===== src/rtl/axi_skidbuffer_pkg.sv =====
// Shared constants and types for the AXI-stream skid buffer.
package axi_skidbuffer_pkg;

    // Buffering mode selected by axi_skidbuffer's MODE parameter.
    localparam int MODE_PASS = 0;
    localparam int MODE_FWD  = 1;
    localparam int MODE_BWD  = 2;
    localparam int MODE_FULL = 3;

    // Which kind of register slice a single axi_skid_stage implements.
    typedef enum logic {
        StageFwd = 1'b0,
        StageBwd = 1'b1
    } stage_e;

endpackage


===== src/rtl/axi_skid_stage.sv =====
// One register slice of the skid buffer: a forward (output-registered) or a
// backward (ready-registered, 1-entry skid) stage, chosen by Kind.
module axi_skid_stage
    import axi_skidbuffer_pkg::*;
#(
    parameter int unsigned DW   = 8,
    parameter stage_e      Kind = StageFwd
) (
    input  logic          clk_i,
    input  logic          rst_ni,
    input  logic [DW-1:0] s_data_i,
    input  logic          s_valid_i,
    output logic          s_ready_o,
    output logic [DW-1:0] m_data_o,
    output logic          m_valid_o,
    input  logic          m_ready_i
);

    if (Kind == StageFwd) begin : g_fwd
        logic          valid_q, valid_d;
        logic [DW-1:0] data_q, data_d;

        // The register can take a word if it is empty or draining this edge.
        assign s_ready_o = ~valid_q | m_ready_i;
        assign m_valid_o = valid_q;
        assign m_data_o  = data_q;

        // Next state: load on upstream transfer, else empty on downstream transfer.
        always_comb begin
            valid_d = valid_q;
            data_d  = data_q;
            if (s_valid_i && s_ready_o) begin
                valid_d = 1'b1;
                data_d  = s_data_i;
            end else if (m_ready_i) begin
                valid_d = 1'b0;
            end
        end

        // Output register with synchronous active-low reset.
        always_ff @(posedge clk_i) begin
            if (!rst_ni) begin
                valid_q <= 1'b0;
                data_q  <= '0;
            end else begin
                valid_q <= valid_d;
                data_q  <= data_d;
            end
        end
    end else begin : g_bwd
        logic          skid_valid_q, skid_valid_d;
        logic [DW-1:0] skid_data_q, skid_data_d;

        // Ready comes straight from a flop; the skid entry has priority at the output.
        assign s_ready_o = ~skid_valid_q;
        assign m_valid_o = s_valid_i | skid_valid_q;
        assign m_data_o  = skid_valid_q ? skid_data_q : s_data_i;

        // Next state: park an accepted word when downstream stalls, drop it once it drains.
        always_comb begin
            skid_valid_d = skid_valid_q;
            skid_data_d  = skid_data_q;
            if (m_ready_i) begin
                skid_valid_d = 1'b0;
            end else if (s_valid_i && !skid_valid_q) begin
                skid_valid_d = 1'b1;
                skid_data_d  = s_data_i;
            end
        end

        // Skid register with synchronous active-low reset.
        always_ff @(posedge clk_i) begin
            if (!rst_ni) begin
                skid_valid_q <= 1'b0;
                skid_data_q  <= '0;
            end else begin
                skid_valid_q <= skid_valid_d;
                skid_data_q  <= skid_data_d;
            end
        end
    end

endmodule


===== src/rtl/axi_skidbuffer.sv =====
// AXI-stream skid buffer: pass-through, forward, backward or fully registered.
module axi_skidbuffer
    import axi_skidbuffer_pkg::*;
#(
    parameter int DW   = 8,
    parameter int MODE = MODE_FWD
) (
    input  logic          i_clk,
    input  logic          i_resetn,
    input  logic [DW-1:0] s_data,
    input  logic          s_valid,
    output logic          s_ready,
    output logic [DW-1:0] m_data,
    output logic          m_valid,
    input  logic          m_ready
);

    if (DW < 1) begin : g_bad_dw
        $error("axi_skidbuffer: DW must be at least 1, got %0d", DW);
    end

    if (MODE == MODE_PASS) begin : g_pass
        // No storage: clock and reset are intentionally left unconnected.
        logic unused_clk_rst;
        assign unused_clk_rst = i_clk ^ i_resetn;

        assign m_valid = s_valid;
        assign m_data  = s_data;
        assign s_ready = m_ready;
    end else if (MODE == MODE_FWD) begin : g_fwd
        axi_skid_stage #(
            .DW   (DW),
            .Kind (StageFwd)
        ) u_fwd (
            .clk_i     (i_clk),
            .rst_ni    (i_resetn),
            .s_data_i  (s_data),
            .s_valid_i (s_valid),
            .s_ready_o (s_ready),
            .m_data_o  (m_data),
            .m_valid_o (m_valid),
            .m_ready_i (m_ready)
        );
    end else if (MODE == MODE_BWD) begin : g_bwd
        axi_skid_stage #(
            .DW   (DW),
            .Kind (StageBwd)
        ) u_bwd (
            .clk_i     (i_clk),
            .rst_ni    (i_resetn),
            .s_data_i  (s_data),
            .s_valid_i (s_valid),
            .s_ready_o (s_ready),
            .m_data_o  (m_data),
            .m_valid_o (m_valid),
            .m_ready_i (m_ready)
        );
    end else if (MODE == MODE_FULL) begin : g_full
        // Backward stage faces upstream, forward stage faces downstream.
        logic [DW-1:0] mid_data;
        logic          mid_valid;
        logic          mid_ready;

        axi_skid_stage #(
            .DW   (DW),
            .Kind (StageBwd)
        ) u_bwd (
            .clk_i     (i_clk),
            .rst_ni    (i_resetn),
            .s_data_i  (s_data),
            .s_valid_i (s_valid),
            .s_ready_o (s_ready),
            .m_data_o  (mid_data),
            .m_valid_o (mid_valid),
            .m_ready_i (mid_ready)
        );

        axi_skid_stage #(
            .DW   (DW),
            .Kind (StageFwd)
        ) u_fwd (
            .clk_i     (i_clk),
            .rst_ni    (i_resetn),
            .s_data_i  (mid_data),
            .s_valid_i (mid_valid),
            .s_ready_o (mid_ready),
            .m_data_o  (m_data),
            .m_valid_o (m_valid),
            .m_ready_i (m_ready)
        );
    end else begin : g_bad_mode
        $error("axi_skidbuffer: unsupported MODE %0d", MODE);
    end

endmodule


===== config.mk =====
export PLATFORM = sky130hd
export DESIGN_NAME = axi_skidbuffer
export DESIGN_NICKNAME = d
export VERILOG_FILES = /design/src/rtl/axi_skidbuffer_pkg.sv /design/src/rtl/axi_skid_stage.sv /design/src/rtl/axi_skidbuffer.sv
export SDC_FILE = /design/constraint.sdc
export NUM_CORES = 1
export LEC_CHECK = 0
export BUFFER_PORTS_ARGS = -buffer_cell sky130_fd_sc_hd__clkbuf_2
export CAP_MARGIN = 20
export CORE_AREA = 2 2 39 41
export DETAILED_ROUTE_END_ITERATION = 6
export DIE_AREA = 0 0 41 43
export PLACE_DENSITY = 0.54
export SLEW_MARGIN = 10
export SYNTH_ARGS = -nofsm -noshare
export SYNTH_HDL_FRONTEND = slang
export SYNTH_HIERARCHICAL = 1
export SYNTH_SLANG_ARGS = --single-unit

===== constraint.sdc =====
create_clock -name i_clk -period 1.3 [get_ports i_clk]
set_input_delay 0.26 -clock i_clk [delete_from_list [all_inputs] [get_ports i_clk]]
set_output_delay 0.26 -clock i_clk [all_outputs]
set_load 0.05 [all_outputs]

Word-level counts from Yosys, hierarchy flattened
Index checks and enable logic that the tools add are counted.
Cells by class
  muxes and demuxes: 2
  bitwise operators: 2
  reduce and logical (&&, ||, !) cells: 2
Operators by type and width (number)
  1-bit 2-to-1 mux: 2
  2-bit nonzero test: 1
  1-bit logical AND: 1
  1-bit inverter: 1
  1-bit OR: 1
Word-level totals
  bits in registers: 9
  input port bits: 12
  output and inout bits: 10
  logic and storage cells: 8

Depth between registers and ports, before layout
  word-level depth: 4
  gate-level depth with buffers: 4
  mapped depth without buffers: 3

Least setup slack after synthesis
OpenSTA, ideal clock, no wires.
  path kind: register -> register
  start point: register g_fwd.u_fwd.g_fwd.valid_q (netlist: g_fwd.u_fwd/m_valid_o)
  end point: register g_fwd.u_fwd.g_fwd.data_q[0] (netlist: g_fwd.u_fwd/m_data_o[0])
  setup time: 0.119 ns
  data arrival time: 1.323 ns
  data required time: 1.181 ns
  setup slack: -0.141 ns
  cell stages (with the launch flop): 5
  path buffers: 1
  period minus slack after synthesis: 1.441 ns
  cell sequence: dfxtp_1 nand2b_4 and2_4 buf_6 mux2i_1
On the way
  longest elaborated chain between the ends: 3
RTL lines
  start: declaration: RTL line axi_skid_stage.sv:20  | logic valid_q, valid_d;
  start signal: assignment: RTL line axi_skid_stage.sv:46  | valid_q <= valid_d;
  1-bit inverter: RTL line axi_skid_stage.sv:24  | assign s_ready_o = ~valid_q | m_ready_i;
  1-bit OR: RTL line axi_skid_stage.sv:24
  via s_ready: RTL line axi_skidbuffer.sv:12  | output logic s_ready,
  1-bit logical AND: RTL line axi_skid_stage.sv:32  | if (s_valid_i && s_ready_o) begin
  end signal: assignment: RTL line axi_skid_stage.sv:47  | data_q <= data_d;
  end: declaration: RTL line axi_skid_stage.sv:21  | logic [DW-1:0] data_q, data_d;
The timed path passes the listed nets, and every way through them passes these cells.
A chain may end at the register's enable or synchronous reset.

Worst setup path after layout
  start point: register g_fwd.u_fwd.g_fwd.valid_q (netlist: g_fwd.u_fwd/m_valid_o)
  end point: output port s_ready
On the way
  longest elaborated chain between the ends: 2
RTL lines (RTL line)
  1-bit inverter: axi_skid_stage.sv:24
  1-bit OR: axi_skid_stage.sv:24
  end: declaration: axi_skidbuffer.sv:12
Every way passes these cells.

==> flow_summary.json <==
{
  "outcome": "complete, no violations",
  "r2r-start": "g_fwd.u_fwd/m_valid_o",
  "start_util_pct": 27.1,
  "cts_buffers": 3,
  "dieArea_mm2": 0.00176,
  "holdBufCountCts": 0,
  "critPathLaunch": "g_fwd.u_fwd/m_valid_o",
  "critPathLaunchType": "flip-flop",
  "antenna_found_initial": 0,
  "dp_hpwl_um": 543,
  "relSlewSlack_pct": 80.5,
  "max_freq_mhz": 848,
  "final_nets": 75,
  "final_cell_mix": "clkbuf_2 (21), nand2_1 (16), mux2i_1 (8), dfxtp_1 (8), clkbuf_4 (3)",
  "grt_overflow_total": 0,
  "wl_per_cell_um": 9.29,
  "io_buffers": 21,
  "leakage_nw": 0.268,
  "syn-num-nets": 52,
  "ys_seq_elements": 9,
  "post_drt_via_cell_ratio": 4.06,
  "clockRootBuffer": "clkbuf_4",
  "drt_iter0_drc": 4,
  "syn_avg_cell_area_um2": 9.38,
  "p_per_area_mw_per_mm2": 1320,
  "tightest_slew_ns": 0.293,
  "antenna_left": 0,
  "vias": 317,
  "clk_transition_reported_paths_ns": 0.06,
  "synthToLayoutAreaGrowth_pct": 35.0,
  "drc": 0,
  "diodes": 0,
  "fin_crit_ns": 1.18,
  "core-area_mm2": 0.00138,
  "peakVddDrop_v": 0.000406,
  "syn-instance-count": 40,
  "setup_tns_ns": 0,
  "clock_latency_ns": 0.26,
  "critPathArrivalTime_ns": 0.92,
  "die_h_um": 43,
  "maxSlewViolCount": 0,
  "whs_ns": 0.227,
  "routabilityCongestion": 0.545,
  "layout_commonest_cell": "clkbuf_2",
  "end_kind": "output pin",
  "cts_tree": "done",
  "setup_violations": 0,
  "cts.sinks": 9,
  "htree_num_levels": 1,
  "cts_resized": 0,
  "row_count": 14,
  "grt_pass1_wl_um": 1120,
  "maxCapViolCount": 0,
  "fin_crit_sh_pct": 90.7,
  "detail_route.first_pass.iterations": 4,
  "synth-warning-count": 6,
  "cts_setup_buffers": 0,
  "wirelength_um": 725,
  "critical_path_required_ns": 1.04,
  "synth_cell_types": 9,
  "drive_gt1_share_pct": 43.5,
  "clock_skew_ns": 0.00446,
  "syn-cell-area_um2": 375,
  "hold_path_startpoint": "s_data[3]",
  "hold_path.class": "input port to flip-flop",
  "yosysSeqAreaShare_pct": 48.0,
  "grt_max_degree": 18,
  "die-width_um": 41,
  "finalHoldViolCount": 0,
  "cts.path.max_buffers": 2,
  "path_class": "flip-flop to output pin",
  "io_pins": 22,
  "grt_pass1_vias": 276,
  "critPathMaxFanout": 3,
  "rsz0062_at_grt": "no",
  "grtUsageTotal_pct": 10.4
}
critical path, cell delays in order (launching register included):
cell and delay (ns):
dfxtp_2 0.33, nand2b_4 0.07, clkbuf_2 0.27
stage by stage:
stage / area (um^2) / total power (W) / cells / utilization, % / worst slack, ns
2_1_floorplan: 377 / 0.000427 / 40 / - / 0.0755
3_3_place_gp: 480 / 0.000461 / 74 / 34.7 / 0.326
3_5_place_dp: 480 / 0.000462 / 74 / 34.7 / 0.320
4_1_cts: 507 / 0.000682 / 78 / 36.6 / 0.102
5_1_grt: 507 / 0.000705 / 78 / 36.6 / 0.0696
6_report: 507 / 0.000667 / 78 / 36.6 / 0.121
cell usage after synthesis:
library cell / number / area [um^2]
dfxtp_1: 9 / 180
nand2_1: 16 / 60.1
and2_4: 1 / 8.76
buf_6: 1 / 11.3
a21boi_0: 1 / 7.51
nand2b_4: 1 / 13.8
mux2i_1: 8 / 80.1
inv_1: 1 / 3.75
buf_2: 2 / 10.0
kinds of logic after synthesis:
| kind of cell | count (synthesis) | synth area share (%) |
|---|---|---|
| compound gates | 1 | 2.00 |
| buf+inv | 4 | 6.67 |
| simple gates | 18 | 22.0 |
| mux | 8 | 21.3 |
| flops | 9 | 48.0 |
final cells by class:
cell class	instances	area, um^2
Clock buffer	4	26.3
Fill cell	158	877
Inverter	1	3.75
Multi-Input combinational cell	27	170
Sequential cell	9	181
Tap cell	16	20.0
Timing Repair Buffer	21	105
power breakdown:
part           switching [W]  internal, W  total [W]
clock              0.0000950     0.000118   0.000213
sequential        0.00000956     0.000295   0.000304
combinational       0.000104    0.0000457   0.000150
total               0.000209     0.000459   0.000667
sequential cells by signal, summed over array words and instances, names as in the netlist:
register / count
g_fwd.u_fwd/m_data_o: 8
g_fwd.u_fwd/m_valid_o: 1
metal layers:
layer  share of wire [%]  GRT usage [%]
met3                 9.1           4.71
met4                 1.7           12.0
met5                   0              0
met1                  45           12.4
met2                  44           11.9
final timing paths:
kind	slack, ns	depth (start not counted)	end
max	0.12	2	s_ready
min reg2reg	0.46	2	g_fwd.u_fwd/m_data_o[4]
max reg2reg	0.40	3	g_fwd.u_fwd/m_data_o[7]
min	0.23	3	g_fwd.u_fwd/m_data_o[3]
Note: power is estimated with default switching activity, not from simulation.
